<file path="config.mk">
export PLATFORM = sky130hd
export DESIGN_NAME = alu_muldiv
export DESIGN_NICKNAME = d
export VERILOG_FILES = /design/src/rtl/alu_muldiv.sv
export SDC_FILE = /design/constraint.sdc
export NUM_CORES = 1
export LEC_CHECK = 0
export BUFFER_PORTS_ARGS = -buffer_cell sky130_fd_sc_hd__buf_2
export CAP_MARGIN = 10
export CORE_ASPECT_RATIO = 1.75
export CORE_MARGIN = 1.5
export CORE_UTILIZATION = 35
export DETAILED_ROUTE_END_ITERATION = 16
export PLACE_DENSITY_LB_ADDON = 0.08
export REMOVE_ABC_BUFFERS = 1
export SYNTH_ARGS = -nofsm -noshare
export SYNTH_HDL_FRONTEND = slang
export SYNTH_SLANG_ARGS = --single-unit
</file>
<file path="constraint.sdc">
create_clock -name clk -period 7.7 [get_ports clk]
set_clock_uncertainty 0.15 [all_clocks]
set_input_delay 0.385 -clock clk [delete_from_list [all_inputs] [get_ports clk]]
set_output_delay 0.385 -clock clk [all_outputs]
set_load 0.05 [all_outputs]
</file>
<file path="src/rtl/alu_muldiv.sv">
// RV32M multiply/divide unit: iterative shift-add multiply and restoring divide,
// 32 iterations per operation, with single-cycle handling of divide special cases.
`ifndef CPU_WIDTH
`define CPU_WIDTH 32
`endif

module alu_muldiv (
    input  logic                  clk,
    input  logic                  rst,
    input  logic                  md_start,
    input  logic [2:0]            md_op,
    input  logic [`CPU_WIDTH-1:0] md_src1,
    input  logic [`CPU_WIDTH-1:0] md_src2,
    input  logic                  md_flush,
    output logic                  md_busy,
    output logic                  md_valid,
    output logic [`CPU_WIDTH-1:0] md_result
);
    localparam int unsigned W = `CPU_WIDTH;

    typedef enum logic [1:0] {StIdle, StCalc, StDone} state_t;

    state_t         state;
    logic [5:0]     cnt;
    logic [2:0]     op;
    logic           neg_hi;
    logic           neg_rem;
    logic [W-1:0]   opnd;
    logic [2*W-1:0] acc;

    logic           s1_signed, s2_signed, s1_neg, s2_neg;
    logic           div_zero, div_ovf;
    logic [W-1:0]   mag1, mag2, special_res;
    logic [W:0]     mul_sum, div_trial;
    logic [2*W-1:0] acc_next, prod;
    logic [W-1:0]   quo, rem, final_res;

    // Operand decode for the start cycle, using the live inputs.
    always_comb begin
        s1_signed   = (md_op == 3'd1) || (md_op == 3'd2) || (md_op == 3'd4) || (md_op == 3'd6);
        s2_signed   = (md_op == 3'd1) || (md_op == 3'd4) || (md_op == 3'd6);
        s1_neg      = s1_signed & md_src1[W-1];
        s2_neg      = s2_signed & md_src2[W-1];
        mag1        = s1_neg ? -md_src1 : md_src1;
        mag2        = s2_neg ? -md_src2 : md_src2;
        div_zero    = md_op[2] && (md_src2 == '0);
        div_ovf     = md_op[2] && !md_op[0] && (md_src1 == {1'b1, {(W-1){1'b0}}})
                      && (md_src2 == '1);
        special_res = '0;
        if (div_zero) begin
            special_res = md_op[1] ? md_src1 : '1;
        end else begin
            special_res = md_op[1] ? '0 : {1'b1, {(W-1){1'b0}}};
        end
    end

    // One iteration: acc holds {partial product, multiplier} or {remainder, dividend/quotient}.
    always_comb begin
        mul_sum   = {1'b0, acc[2*W-1:W]} + (acc[0] ? {1'b0, opnd} : '0);
        div_trial = acc[2*W-1:W-1] - {1'b0, opnd};
        if (op[2]) begin
            acc_next = div_trial[W] ? {acc[2*W-2:0], 1'b0}
                                    : {div_trial[W-1:0], acc[W-2:0], 1'b1};
        end else begin
            acc_next = {mul_sum, acc[W-1:1]};
        end
        prod = neg_hi ? -acc_next : acc_next;
        quo  = neg_hi ? -acc_next[W-1:0] : acc_next[W-1:0];
        rem  = neg_rem ? -acc_next[2*W-1:W] : acc_next[2*W-1:W];
        case (op)
            3'd0:                final_res = prod[W-1:0];
            3'd1, 3'd2, 3'd3:    final_res = prod[2*W-1:W];
            3'd4, 3'd5:          final_res = quo;
            default:             final_res = rem;
        endcase
    end

    always_ff @(posedge clk) begin
        if (rst) begin
            state     <= StIdle;
            cnt       <= '0;
            op        <= '0;
            neg_hi    <= 1'b0;
            neg_rem   <= 1'b0;
            opnd      <= '0;
            acc       <= '0;
            md_valid  <= 1'b0;
            md_result <= '0;
        end else if (md_flush) begin
            state    <= StIdle;
            cnt      <= '0;
            md_valid <= 1'b0;
        end else begin
            md_valid <= 1'b0;
            case (state)
                StIdle: begin
                    if (md_start) begin
                        op      <= md_op;
                        neg_hi  <= s1_neg ^ s2_neg;
                        neg_rem <= s1_neg;
                        cnt     <= '0;
                        if (div_zero || div_ovf) begin
                            state     <= StDone;
                            md_valid  <= 1'b1;
                            md_result <= special_res;
                        end else begin
                            state <= StCalc;
                            opnd  <= md_op[2] ? mag2 : mag1;
                            acc   <= {{W{1'b0}}, (md_op[2] ? mag1 : mag2)};
                        end
                    end
                end
                StCalc: begin
                    acc <= acc_next;
                    cnt <= cnt + 6'd1;
                    if (cnt == 6'd31) begin
                        state     <= StDone;
                        cnt       <= '0;
                        md_valid  <= 1'b1;
                        md_result <= final_res;
                    end
                end
                StDone:  state <= StIdle;
                default: state <= StIdle;
            endcase
        end
    end

    assign md_busy = (state != StIdle);

endmodule

</file>
==> results of run 1 <==
[flip-flops by register name (all words and copies together), names as in the netlist]
name	flops
acc	64
md_result	32
opnd	32
cnt	6
op	3
state	2
md_valid	1
neg_hi	1
neg_rem	1
[worst paths after layout]
path                        startpoint                          to  slack, ns
hold / removal                md_start       state[0]$_SDFFE_PP0P_       0.06
hold reg to reg   opnd[9]$_SDFFE_PP0P_        opnd[9]$_SDFFE_PP0P_       0.31
setup reg to reg  acc[31]$_SDFFE_PP0P_  md_result[30]$_SDFFE_PP0P_       0.93
setup / recovery  acc[31]$_SDFFE_PP0P_  md_result[30]$_SDFFE_PP0P_       0.93
[final cells by class]
class / count / area [µm²]
Fill cell: 5125 / 28200
Multi-Input combinational cell: 1974 / 12600
Sequential cell: 142 / 2850
Timing Repair Buffer: 147 / 846
Tap cell: 583 / 729
Clock buffer: 19 / 453
Inverter: 61 / 229
Clock inverter: 12 / 144
[routing by layer]
layer,share of wire,GRT usage,vias to the layer above
met4,0.059,0.184,0
met3,0.044,0.0294,198
met2,0.52,0.589,649
met5,0,0,-
li1,-,-,8591
met1,0.38,0.338,8717
[power breakdown]
group | switching (mW) | internal (mW)
Combinational | 0.622 | 0.306
Sequential | 0.0384 | 0.765
Clock | 0.376 | 0.521
[through the flow]
stage          std cells  power, mW  cell area [µm²]  hold slack (ns)  setup WS [ns]
3_5_place_dp        2907       1.73            17300            0.305           1.04
4_1_cts             2938       2.63            17900           0.0430          0.991
2_1_floorplan       2177       1.40            15700            0.284         0.0982
5_1_grt             2938       2.74            17900           0.0806          0.577
6_report            2938       2.63            17900           0.0600          0.930
3_3_place_gp        2907       1.73            17300            0.301           1.11
[Yosys cell counts (8+ instances only)]
library cell  number  area [µm²]
and3_1            19         119
mux2_2             9         101
or3_1             24         150
o21ai_0          150         751
a22oi_1           30         225
nor3_1            75         375
xnor2_1          108         946
and2_1            46         288
o31ai_1           34         255
a21boi_0           8        60.1
nor2_1           262         983
a31oi_1           38         238
a211oi_1          53         398
a21o_1            23         173
a311oi_1          14         123
a21oi_1          180         901
nand2b_1          27         169
dfxtp_1          142        2840
o21bai_1          11        82.6
o21ai_1           10        50.1
ha_1              70         876
inv_1             61         229
mux2i_1           49         490
nor2b_1           11        68.8
a221oi_1           8        70.1
buf_1             16        60.1
xor2_1            68         596
o22ai_1           14        87.6
nand4_1           32         200
nor4_1            17         106
o21a_1            21         158
o41ai_1           16         140
or4_1             18         135
buf_2             30         150
nand2_1          260         976
nor3b_1           12        90.1
or2_2             25         156
o211ai_1          55         413
nand3_1           41         205
clkbuf_1         110         413
[worst max-delay path, delay by kind of cell (launching register included)]
kind / cells / cell delay, ns
flops: 1 / 0.45
mux: 1 / 0.20
fa+ha+maj: 3 / 0.66
buf+inv: 3 / 0.28
simple gates: 8 / 2.75
compound gates: 9 / 2.18
[cells by family after synthesis]
group,Yosys count
flip-flops,142
adder cells (fa/ha/maj),72
multiplexers,60
buffers and inverters,227
AO/OA/AOI/OAI,757
XOR/XNOR,176
AND/OR/NAND/NOR,909
==> impl_results.md, run 1 <==
- Status: complete, no violations
- Sequential element share of the synthesized area: 0.174
- Asr flop ratio synth: 0
- CTS sink count: 142
- Top_reg_cell synth: dfxtp_1
- Max incr delay on CP: 0.75 ns
- Synth Area in Compound Gates: 0.311
- Crit Path Category: reg2reg
- Die W: 167 µm
- Final-stage net count: approximately 2500
- Total negative slack: 0 ns
- Vias in the first global route: between 15000 and 20000
- Final setup vio count: 0
- Layout cells sized above 1: 0.112
- Initial core utilization: 0.356
- First-pass GRT wire length: 113000 µm
- Post-Syn Area per Cell: around 7 µm²
- Area growth syn-to-layout: 9.14%
- Final hold viol count: 0
- Commonest non-fill, non-tap cell in the layout: nor2_1
- CP Capture Type: register
- Final Critical Period: 6.77 ns
- FF+latch count, synth: ~140
- Routed via count: around 18000
- Final period util: 0.879
- Leak: between 6 and 7 nW
- Commonest cells after routing, fill and taps aside: nor2_1 (260), nand2_1 (259), a21oi_1 (179), o21ai_0 (150), dfxtp_1 (140)
- Initial antenna violation count: 0
- CP Launch Type: register
- IO buf count: 104
- Hold buffer count at CTS: 0
- Setup Buffers After CTS: 0
- Slew Viols, Final: 0
- Hold Crit Class: in2reg
- Peak supply drop: roughly 0.18 mV
- Final Util: 0.388
- Placer Congestion: between 0.9 and 1
- MaxCap Viol Count: 0
- Pin count of the biggest net entering global routing: 68
- Die height: between 200 and 300 µm
- Cts bufs inserted: 17
- Grt ovf: 0
- Synthesized area: between 15000 and 20000 µm²
- Worst-skew pair later-pin latency: roughly 0.47 ns
- # diodes: 0
- # IOs: 105
- DP HPWL: approximately 59000 µm
- Rel. slew slack: 0.165
- Post_cts resized: 0
- # rows: between 100 and 150
- DRC viols: 0
- Clock root cell: clkbuf_16
- Vias per inst: approximately 6
- Clock-pin slew on the worst setup and hold paths: roughly 0.07 ns
- Final wirelength: 75800 µm
- RSZ-0062 raised after global routing: no
- Main combinational cell family by area after synthesis: compound AO/OA/AOI/OAI gates
- Core area: 46100 µm²
- Req. time, crit path: between 7 and 8 ns
- H-tree levels: 4
- Pre-antenna DRT Iters: 5
- CP max FO: 11
- Post-synth EDFFs: 0
- CTS tree: done
- WL/cell: around 26 µm
- 1st-iter DRT viols: 1254
- GRT Resource Usage Total: 0.312
- Hold depth: 3
- Slowest CP cell: a2111oi_4
- Synth Area in Simple Gates: 0.270
- Distinct cells, synth: 101
- Pwr/cell area: between 100 and 150 nW/µm²
- Post-synthesis xor/xnor area fraction: 0.0941
- Crit-path cells: inv_1, ha_1, inv_1, fa_1, a211oi_2, o211ai_1, a22oi_2, a2111oi_4, o21a_1, nor3_4, nor2_1, ha_1, o21ai_0, or4_1, or4b_1, nor2_1, buf_4, o311ai_0, nor4_1, nand4b_1, nor3_1, mux2i_1, o21ai_0, a31oi_1
- Post-synthesis mux area share: 0.0379
- R2r worst-path depth: 24
- Cells after Synth: about 2300
- Synth Area in Adders: 0.0559
- Max Fclk: roughly 150 MHz
- Clock tree buffer depth: 2
- Critical Path AT: 7.02 ns
- Die area: a little under 50000 µm²
- Synth warn: 0
- Worst slew pin tran: around 1.2 ns
- Antenna Nets Post-Route: 0
Power figures use the tool's default switching activity.
==> run 2, diff against run 1 <==
--- a/config.mk
+++ b/config.mk
@@ -9,9 +9,9 @@
 export CAP_MARGIN = 10
 export CORE_ASPECT_RATIO = 1.75
 export CORE_MARGIN = 1.5
-export CORE_UTILIZATION = 35
+export CORE_UTILIZATION = 59
 export DETAILED_ROUTE_END_ITERATION = 16
-export PLACE_DENSITY_LB_ADDON = 0.08
+export PLACE_DENSITY = 0.78
 export REMOVE_ABC_BUFFERS = 1
 export SYNTH_ARGS = -nofsm -noshare
 export SYNTH_HDL_FRONTEND = slang
==> run 2 against run 1 <==
  * Non-clock buffer count fell by 2
  * Critical endpoint unchanged
  * Routed wire length down 13%
  * Sequential share of layout area rose by 0.24 points
  * Register-to-register slack lost 0.19 ns
==> impl_results.md, run 2 (synthesized netlist as in run 1, its figures left out) <==
- WL/cell: 24.2 µm
- Req. time, crit path: about 8 ns
- Commonest cells after routing, fill and taps aside: nor2_1 (260), nand2_1 (259), a21oi_1 (179), o21ai_0 (150), dfxtp_1 (140)
- Critical Path AT: a little over 7 ns
- Rel. slew slack: 0.178
- Routed via count: between 15000 and 20000
- # IOs: roughly 110
- Worst reg2reg startpoint: acc[31]$_SDFFE_PP0P_
- IO buf count: approximately 100
- CP Launch Type: register
- Placer Congestion: ~1.0
- Area post-placement: between 15000 and 20000 µm²
- Antenna Nets Post-Route: 0
- Top flop regs: acc x64, md_result x32, opnd x32
- Hold WS: roughly 0.054 ns
- RSZ-0062 raised after global routing: no
- Commonest non-fill, non-tap cell in the layout: nor2_1
- Leak: between 6 and 7 nW
- Grt ovf: 0
- Clock tree buffer depth: 2
- Vias per inst: about 7
- Clock-pin slew on the worst setup and hold paths: about 0.070 ns
- Hold depth: 3
- Vias in the first global route: 17787
- Clock root cell: clkbuf_16
- Final-stage net count: between 2000 and 2500
- Finished layout cell area: 17600 µm²
- Final Util: 0.644
- Core area: 27300 µm²
- Die area: slightly below 30000 µm²
- GRT Resource Usage Total: 0.454
- Worst slew pin tran: around 1.2 ns
- Post_cts resized: 0
- Hold buffer count at CTS: 0
- DRC viols: 0
- CTS tree: done
- H-tree levels: 4
- Max reg flops: 64
- Final period util: 0.904
- Max Fclk: between 100 and 150 MHz
- # rows: 80
- R2r worst-path depth: 23
- Area growth syn-to-layout: 7.51%
- Slew Viols, Final: 0
- Final Critical Period: between 6 and 7 ns
- Worst-skew pair later-pin latency: 0.47 ns
- Crit path launch: acc[31]$_SDFFE_PP0P_
- Pwr/cell area: 150 nW/µm²
- Status: complete, no violations
- Pin count of the biggest net entering global routing: between 70 and 80
- CP max FO: 11
- Final setup vio count: 0
- CP Capture Point: md_result[30]$_SDFFE_PP0P_
- Cts bufs inserted: 17
- Initial antenna violation count: 2
- Final wirelength: between 60000 and 70000 µm
- CP Capture Type: register
- Initial core utilization: 0.599
- CTS sink count: roughly 140
- Setup Buffers After CTS: 0
- Hold Crit Class: in2reg
- Total negative slack: 0 ns
- # diodes: 0
- Die W: about 130 µm
- 1st-iter DRT viols: a little over 2000
- Largest Register: acc
- First-pass GRT wire length: ~99000 µm
- Die height: ~220 µm
- Crit Path Category: reg2reg
- Final hold viol count: 0
- Layout cells sized above 1: 0.110
- DP HPWL: around 49000 µm
- Pre-antenna DRT Iters: 6
- MaxCap Viol Count: 0
- FF-to-FF End: md_result[30]$_SDFFE_PP0P_
- Reg2reg setup slack: approximately 0.74 ns
- Peak supply drop: between 0.15 and 0.2 mV
-- run 2: cell types whose count changed in the layout (fill, tap and decap cells not counted), moves of 2 or more --
| cell | delta |
|---|---|
| clkinvlp_4 | +2 |
| clkbuf_1 | +2 |
| clkinv_2 | -5 |
| buf_4 | -2 |
-- run 2: final cells by class --
class	count	area (µm²)
Inverter	61	229
Timing Repair Buffer	145	831
Multi-Input combinational cell	1974	12600
Clock buffer	21	460
Tap cell	369	462
Fill cell	2584	9720
Sequential cell	142	2850
Clock inverter	10	161
-- run 2: per-layer routing --
metal | routed length [µm] | vias up | GRT usage
met3 | 6010 | 344 | 0.104
met5 | 27 | - | 0
met1 | 23100 | 8746 | 0.484
met2 | 30600 | 1053 | 0.742
li1 | - | 8582 | -
met4 | 6240 | 4 | 0.395
-- run 2: worst max-delay path, cell delays in order, from the launching register on --
cell and delay [ns]:
dfxtp_1 0.41, inv_1 0.06, ha_1 0.19, inv_1 0.07, fa_1 0.25, a211oi_2 0.10
o211ai_1 0.37, a22oi_2 0.23, a2111oi_4 0.81, o21a_1 0.25, nor3_4 0.09, nor2_1 0.17
ha_1 0.24, o21ai_0 0.15, or4_1 0.59, or4b_1 0.68, nor2_1 0.40, o311ai_0 0.20
nor4_1 0.46, nand4b_1 0.31, nor3_1 0.26, mux2i_1 0.20, o21ai_0 0.10, a31oi_1 0.16
-- run 2: stage by stage --
step	total power, mW	worst slack [ns]	instances
floorplan	1.40	0.0982	2177
global placement	1.69	1.16	2691
detailed placement	1.70	1.01	2691
CTS	2.60	0.964	2722
global route	2.73	0.413	2722
finish	2.64	0.741	2722
-- run 2: report_power, final --
group	leakage, nW	switching [mW]	total (mW)	internal [mW]
clock	0.292	0.356	0.912	0.556
combinational	5.20	0.623	0.932	0.309
sequential	1.16	0.0342	0.800	0.766
-- run 2: how the worst min path moves through the flow --
stage	startpoint	to	slack, ns
2_1_floorplan	opnd[10]$_SDFFE_PP0P_	opnd[10]$_SDFFE_PP0P_	0.28
3_3_place_gp	opnd[13]$_SDFFE_PP0P_	opnd[13]$_SDFFE_PP0P_	0.30
3_5_place_dp	opnd[13]$_SDFFE_PP0P_	opnd[13]$_SDFFE_PP0P_	0.31
4_1_cts	md_start	state[0]$_SDFFE_PP0P_	0.05
5_1_grt	md_start	state[0]$_SDFFE_PP0P_	0.08
6_report	md_start	state[0]$_SDFFE_PP0P_	0.05
